## config.mk

```make
export PLATFORM = sky130hd
export DESIGN_NAME = frame_bram_arbiter
export DESIGN_NICKNAME = d
export VERILOG_FILES = /design/src/rtl/frame_pkg.sv /design/src/rtl/frame_bram_arbiter_rr_arb2.sv /design/src/rtl/frame_bram_arbiter.sv
export SDC_FILE = /design/constraint.sdc
export NUM_CORES = 1
export LEC_CHECK = 0
export CORE_ASPECT_RATIO = 0.8
export CORE_MARGIN = 2
export CORE_UTILIZATION = 23
export CTS_CLUSTER_DIAMETER = 80
export DETAILED_ROUTE_END_ITERATION = 12
export GPL_TIMING_DRIVEN = 0
export PLACE_DENSITY = 0.64
export SYNTH_ARGS = -nofsm -noshare
export SYNTH_HDL_FRONTEND = slang
export SYNTH_SLANG_ARGS = --single-unit
```

## constraint.sdc

```tcl
create_clock -name clk -period 2.5 [get_ports clk]
set_clock_uncertainty 0.1 [all_clocks]
set_input_delay 0.75 -clock clk [delete_from_list [all_inputs] [get_ports clk]]
set_output_delay 0.75 -clock clk [all_outputs]
set_load 0.02 [all_outputs]
```

## src/rtl/frame_pkg.sv

```systemverilog
// Shared frame-buffer geometry and arbiter index constants for the
// pixel-fetch / encoded-byte-writeback BRAM path.
package frame_pkg;

  localparam int ADDR_W     = 19;
  localparam int DATA_W     = 8;
  localparam int FRAME_PIX  = 307200;
  localparam int FRAME_LAST = FRAME_PIX - 1;

  // Bit positions of the two requesters in the arbiter request/grant vectors
  localparam int RD_IDX = 0;
  localparam int WR_IDX = 1;

  typedef enum logic {
    SERVED_RD = 1'b0,
    SERVED_WR = 1'b1
  } served_e;

endpackage

```

## src/rtl/frame_bram_arbiter_rr_arb2.sv

```systemverilog
// Two-way round-robin arbiter: combinational grant from the requests and the
// last-served pointer; the pointer moves only when something is granted.
module rr_arb2
  import frame_pkg::*;
(
  input  logic       clk,
  input  logic       rst,
  input  logic [1:0] req,
  output logic [1:0] gnt
);

  served_e last_served;

  // NOTE: every output of a combinational block gets a default first, so no
  // path can leave it unassigned and infer a latch.
  always_comb begin
    gnt = 2'b00;
    if (!rst) begin
      case (req)
        2'b01:   gnt = 2'b01;
        2'b10:   gnt = 2'b10;
        2'b11:   gnt = (last_served == SERVED_WR) ? 2'b01 : 2'b10;
        default: gnt = 2'b00;
      endcase
    end
  end

  // NOTE: clocked state uses non-blocking assignments so every register
  // samples pre-edge values regardless of block ordering.
  always_ff @(posedge clk) begin
    if (rst) begin
      last_served <= SERVED_RD;
    end else if (|gnt) begin
      last_served <= gnt[WR_IDX] ? SERVED_WR : SERVED_RD;
    end
  end

endmodule

```

## src/rtl/frame_bram_arbiter.sv

```systemverilog
// Shares one single-port frame BRAM between the pixel-fetch reader and the
// encoded-byte writer, with range checking and a written-pixel counter.
module frame_bram_arbiter #(
  parameter int ADDR_W    = frame_pkg::ADDR_W,
  parameter int DATA_W    = frame_pkg::DATA_W,
  parameter int FRAME_PIX = frame_pkg::FRAME_PIX
) (
  input  logic              clk,
  input  logic              rst,
  input  logic              rd_req,
  input  logic [ADDR_W-1:0] rd_addr,
  output logic              rd_gnt,
  output logic              rd_valid,
  output logic [DATA_W-1:0] rd_data,
  input  logic              wr_req,
  input  logic [ADDR_W-1:0] wr_addr,
  input  logic [DATA_W-1:0] wr_data,
  output logic              wr_gnt,
  output logic              bram_en,
  output logic              bram_we,
  output logic [ADDR_W-1:0] bram_addr,
  output logic [DATA_W-1:0] bram_din,
  input  logic [DATA_W-1:0] bram_dout,
  output logic              addr_err,
  output logic [ADDR_W-1:0] wr_count,
  output logic              frame_written
);

  localparam logic [ADDR_W:0]   PIX_LIMIT = (ADDR_W+1)'(FRAME_PIX);
  localparam logic [ADDR_W-1:0] COUNT_MAX = ADDR_W'(FRAME_PIX);

  logic [1:0] req;
  logic [1:0] gnt;
  logic       rd_in_range;
  logic       wr_in_range;
  logic       rd_pend;
  logic       rd_pend_oor;

  assign req = {wr_req, rd_req};

  rr_arb2 u_arb (
    .clk (clk),
    .rst (rst),
    .req (req),
    .gnt (gnt)
  );

  assign rd_gnt = gnt[frame_pkg::RD_IDX];
  assign wr_gnt = gnt[frame_pkg::WR_IDX];

  assign rd_in_range = {1'b0, rd_addr} < PIX_LIMIT;
  assign wr_in_range = {1'b0, wr_addr} < PIX_LIMIT;

  // Out-of-range requests are still granted but never reach the BRAM
  always_comb begin
    bram_en   = 1'b0;
    bram_we   = 1'b0;
    bram_addr = '0;
    bram_din  = '0;
    if (wr_gnt) begin
      bram_en   = wr_in_range;
      bram_we   = 1'b1;
      bram_addr = wr_addr;
      bram_din  = wr_data;
    end else if (rd_gnt) begin
      bram_en   = rd_in_range;
      bram_addr = rd_addr;
    end
  end

  always_ff @(posedge clk) begin
    if (rst) begin
      rd_pend     <= 1'b0;
      rd_pend_oor <= 1'b0;
      addr_err    <= 1'b0;
      wr_count    <= '0;
    end else begin
      rd_pend     <= rd_gnt;
      rd_pend_oor <= rd_gnt & ~rd_in_range;
      if ((rd_gnt & ~rd_in_range) | (wr_gnt & ~wr_in_range)) begin
        addr_err <= 1'b1;
      end
      if (wr_gnt && wr_in_range && (wr_count != COUNT_MAX)) begin
        wr_count <= wr_count + 1'b1;
      end
    end
  end

  // A reset arriving in the data-return cycle kills the read in flight
  assign rd_valid      = rd_pend & ~rst;
  assign rd_data       = (rd_valid && !rd_pend_oor) ? bram_dout : '0;
  assign frame_written = (wr_count == COUNT_MAX);

endmodule

```

==> out/results.tsv <==
metric	value	unit
synth_nets	250	
worstPathMaxFanout	5	
nFillCells	618	
ctsLongestPathBuffers	2	
hold_path.class	reg2reg	
syn-instance-count	190	
worst_slew_pin_slew	0.575	ns
cts_tree	done	
io_buffers	118	
finalWirelength	6390	µm
start_kind	input port	
dp_hpwl	4720	µm
end_kind	primary output	
seq_area_frac_synth	30.1	%
fin_hold_ws	0.406	ns
drive_gt1_share	38.0	%
die_h	77.0	µm
cp.required	1.65	ns
multiInputGateArea	1170	µm²
route.detailed.drc	0	
worstHoldStart	wr_count[2]	
dpl-instance-area	2980	µm²
avgRoutedWirePerCell	15.4	µm
fin_setup_tns	-1.60	ns
path_clk_slew	0.10	ns
r2r_end	wr_count[16]	
grt_pass1_wl	9960	µm
synth_area_leaders	dfxtp_1 30%, a22o_1 10%, and2_1 7.4%	
synth_ff_type	dfxtp_1	
whs_path_depth	1	
p_leak	1.35	nW
final_cells	416	
rrSetupSlack	0.46	ns
ir_drop	0.183	mV
relSlewSlack	61.6	%
cap_violations	0	
dieArea	7330	µm²
ant_nets	0	
arrival	1.77	ns
routabilityCongestion	0.821	
grt_setup_unrepaired	yes	
vias	2024	
clock_sinks	23	
grtUsageTotal	17.0	%
p_per_area	304	nW/µm²
syn_to_final_growth	115	%
nets	393	
n_antenna_cell	0	
io_pins	119	
cts_buffers	3	
core_area	6410	µm²
htree_levels	1	
critPathKind	in2out	
yosysTopAreaCell	dfxtp_1	
ys_seq_elements	23	
r2r.worst_path.cells	5	
via_per_inst	4.87	
overflow	0	
violations	negative setup slack	
utilization	51.3	%
die_w	95.2	µm
drt_iter0_markers	42	
antenna_found_initial	0	
clock_latency	0.28	ns
dp_cells	392	
setup_viol	20	
synth_cell_types	43	
clockRootBuffer	clkbuf_8	
num_rows	26	
grt_max_degree	15	
synth_top_area_share	30.1	%
final_max_slew_viol_count	0	
seqCellArea	469	µm²
outcome	complete, but fails checks	
synth_edf_count	0	
final_area	3290	µm²
dr.pass1.iters	4	
hold_violations	0	
ys_warn_count	0	
grt_pass1_vias	1939	
max_freq	382	MHz
syn_area	1530	µm²
synthArstFlopShare	0	%
r2r_start	wr_count[4]	
min_to	wr_count[2]	
finalWorstSetupSlack	-0.116	ns
start_util	23.9	%
timing.final.crit_period	2.62	ns
synth_area_per_cell	8.06	µm²
period_share	105	%
## layout by cell type, fill, tap and decap left out, types with 3 or more instances in the layout
| master | Yosys | routed |
|---|---|---|
| a22o_1 | 18 | 7 |
| o31ai_1 | 3 | 3 |
| and2_1 | 18 | 10 |
| and2_2 | 0 | 8 |
| xnor2_1 | 3 | 3 |
| or3_1 | 7 | 7 |
| or4_1 | 3 | 3 |
| nand3_1 | 7 | 6 |
| nand2_1 | 16 | 12 |
| clkbuf_8 | 0 | 7 |
| buf_6 | 1 | 31 |
| nor2_1 | 5 | 5 |
| dfxtp_1 | 23 | 20 |
| nand2_2 | 0 | 4 |
| nand4_1 | 5 | 5 |
| buf_2 | 3 | 12 |
| clkdlybuf4s50_1 | 0 | 62 |
| a22o_4 | 0 | 11 |
| a21oi_1 | 15 | 15 |
| inv_1 | 11 | 9 |
| clkbuf_2 | 0 | 3 |
| dlygate4sd2_1 | 0 | 5 |
| buf_4 | 1 | 22 |
| o21ai_0 | 9 | 8 |
## critical path, stage by stage
cell	delay (ns)
buf_8	0.10
nor2b_4	0.13
nor3b_4	0.23
buf_6	0.15
clkbuf_8	0.14
a22o_1	0.14
buf_6	0.12
## registers in the layout, summed over array words and instances (netlist names)
| register | cells |
|---|---|
| addr_err | 1 |
| rd_pend_oor | 1 |
| rd_pend | 1 |
| u_arb.last_served | 1 |
| wr_count | 19 |
## logic make-up (layout without fill, tap and decap cells)
kind of cell | count (synthesis) | after routing | synth area share, %
and+or+nand+nor | 77 | 77 | 28.6
AOI/OAI and AO/OA | 62 | 62 | 31.0
DFF | 23 | 23 | 30.1
buffers and inverters | 22 | 164 | 6.37
xor gates and xnor gates | 3 | 3 | 1.72
adders and majority gates | 2 | 2 | 1.63
muxes | 1 | 1 | 0.654
## cell usage after synthesis, types with 2 or more instances
cell type / number
nor4_1: 2
buf_2: 3
ha_1: 2
nand3_1: 7
xnor2_1: 3
or4_1: 3
o21ai_0: 9
o31ai_1: 3
and3_1: 2
a21o_1: 2
and2_1: 18
clkbuf_1: 6
dfxtp_1: 23
o2111ai_1: 2
nor3b_1: 2
a21oi_1: 15
nor2_1: 5
a22o_1: 18
a2111oi_2: 2
nand2_1: 16
nor2b_1: 4
nand4_1: 5
inv_1: 11
a211o_1: 2
or3_1: 7
## per-layer routing
layer	part of all wire, %	track usage [%]
met2	48	28.8
met4	1.1	3.91
met1	43	21.5
met3	7.6	4.03
met5	0	0
## area by class of cell
| class | count | share of cell area, % |
|---|---|---|
| Clock buffer | 3 | 1.26 |
| Multi-Input combinational cell | 145 | 35.5 |
| Inverter | 11 | 1.48 |
| Timing Repair Buffer | 142 | 41.2 |
| Sequential cell | 23 | 14.3 |
| Clock inverter | 1 | 0.228 |
| Tap cell | 84 | 3.20 |
| Buffer | 7 | 2.81 |
## what timing repair did
item,4_1_cts,5_1_grt
hold buffers,0,0
setup buffers,16,5
pin swaps,16,7
resized for setup,280,19
endpoints found under the setup margin,48,40
gates cloned,3,0
endpoints found under the hold margin,0,0
## per-stage QoR
step                power (W)  setup slack (ns)
CTS                   0.00100            -0.138
floorplan            0.000525           0.00209
detailed placement   0.000711             -1.27
global placement     0.000708             -1.25
global route          0.00104            -0.177
finish               0.000999            -0.116
## where the power goes
part | switching, W | internal (W) | leakage, nW
Sequential | 0.00000490 | 0.000369 | 0.188
Clock | 0.000137 | 0.000113 | 0.0217
Combinational | 0.000156 | 0.000219 | 1.14
## worst max-delay path by stage
stage / startpoint / end / slack, ns
final: wr_req / bram_addr[2] / -0.12
after global routing: wr_req / bram_addr[6] / -0.18
after CTS: wr_req / bram_addr[6] / -0.14
after detailed placement: rst / bram_addr[12] / -1.27
after global placement: rst / bram_addr[15] / -1.25
after floorplan: rd_req / bram_addr[10] / 0.002
Note: power is estimated with default switching activity, not from simulation.
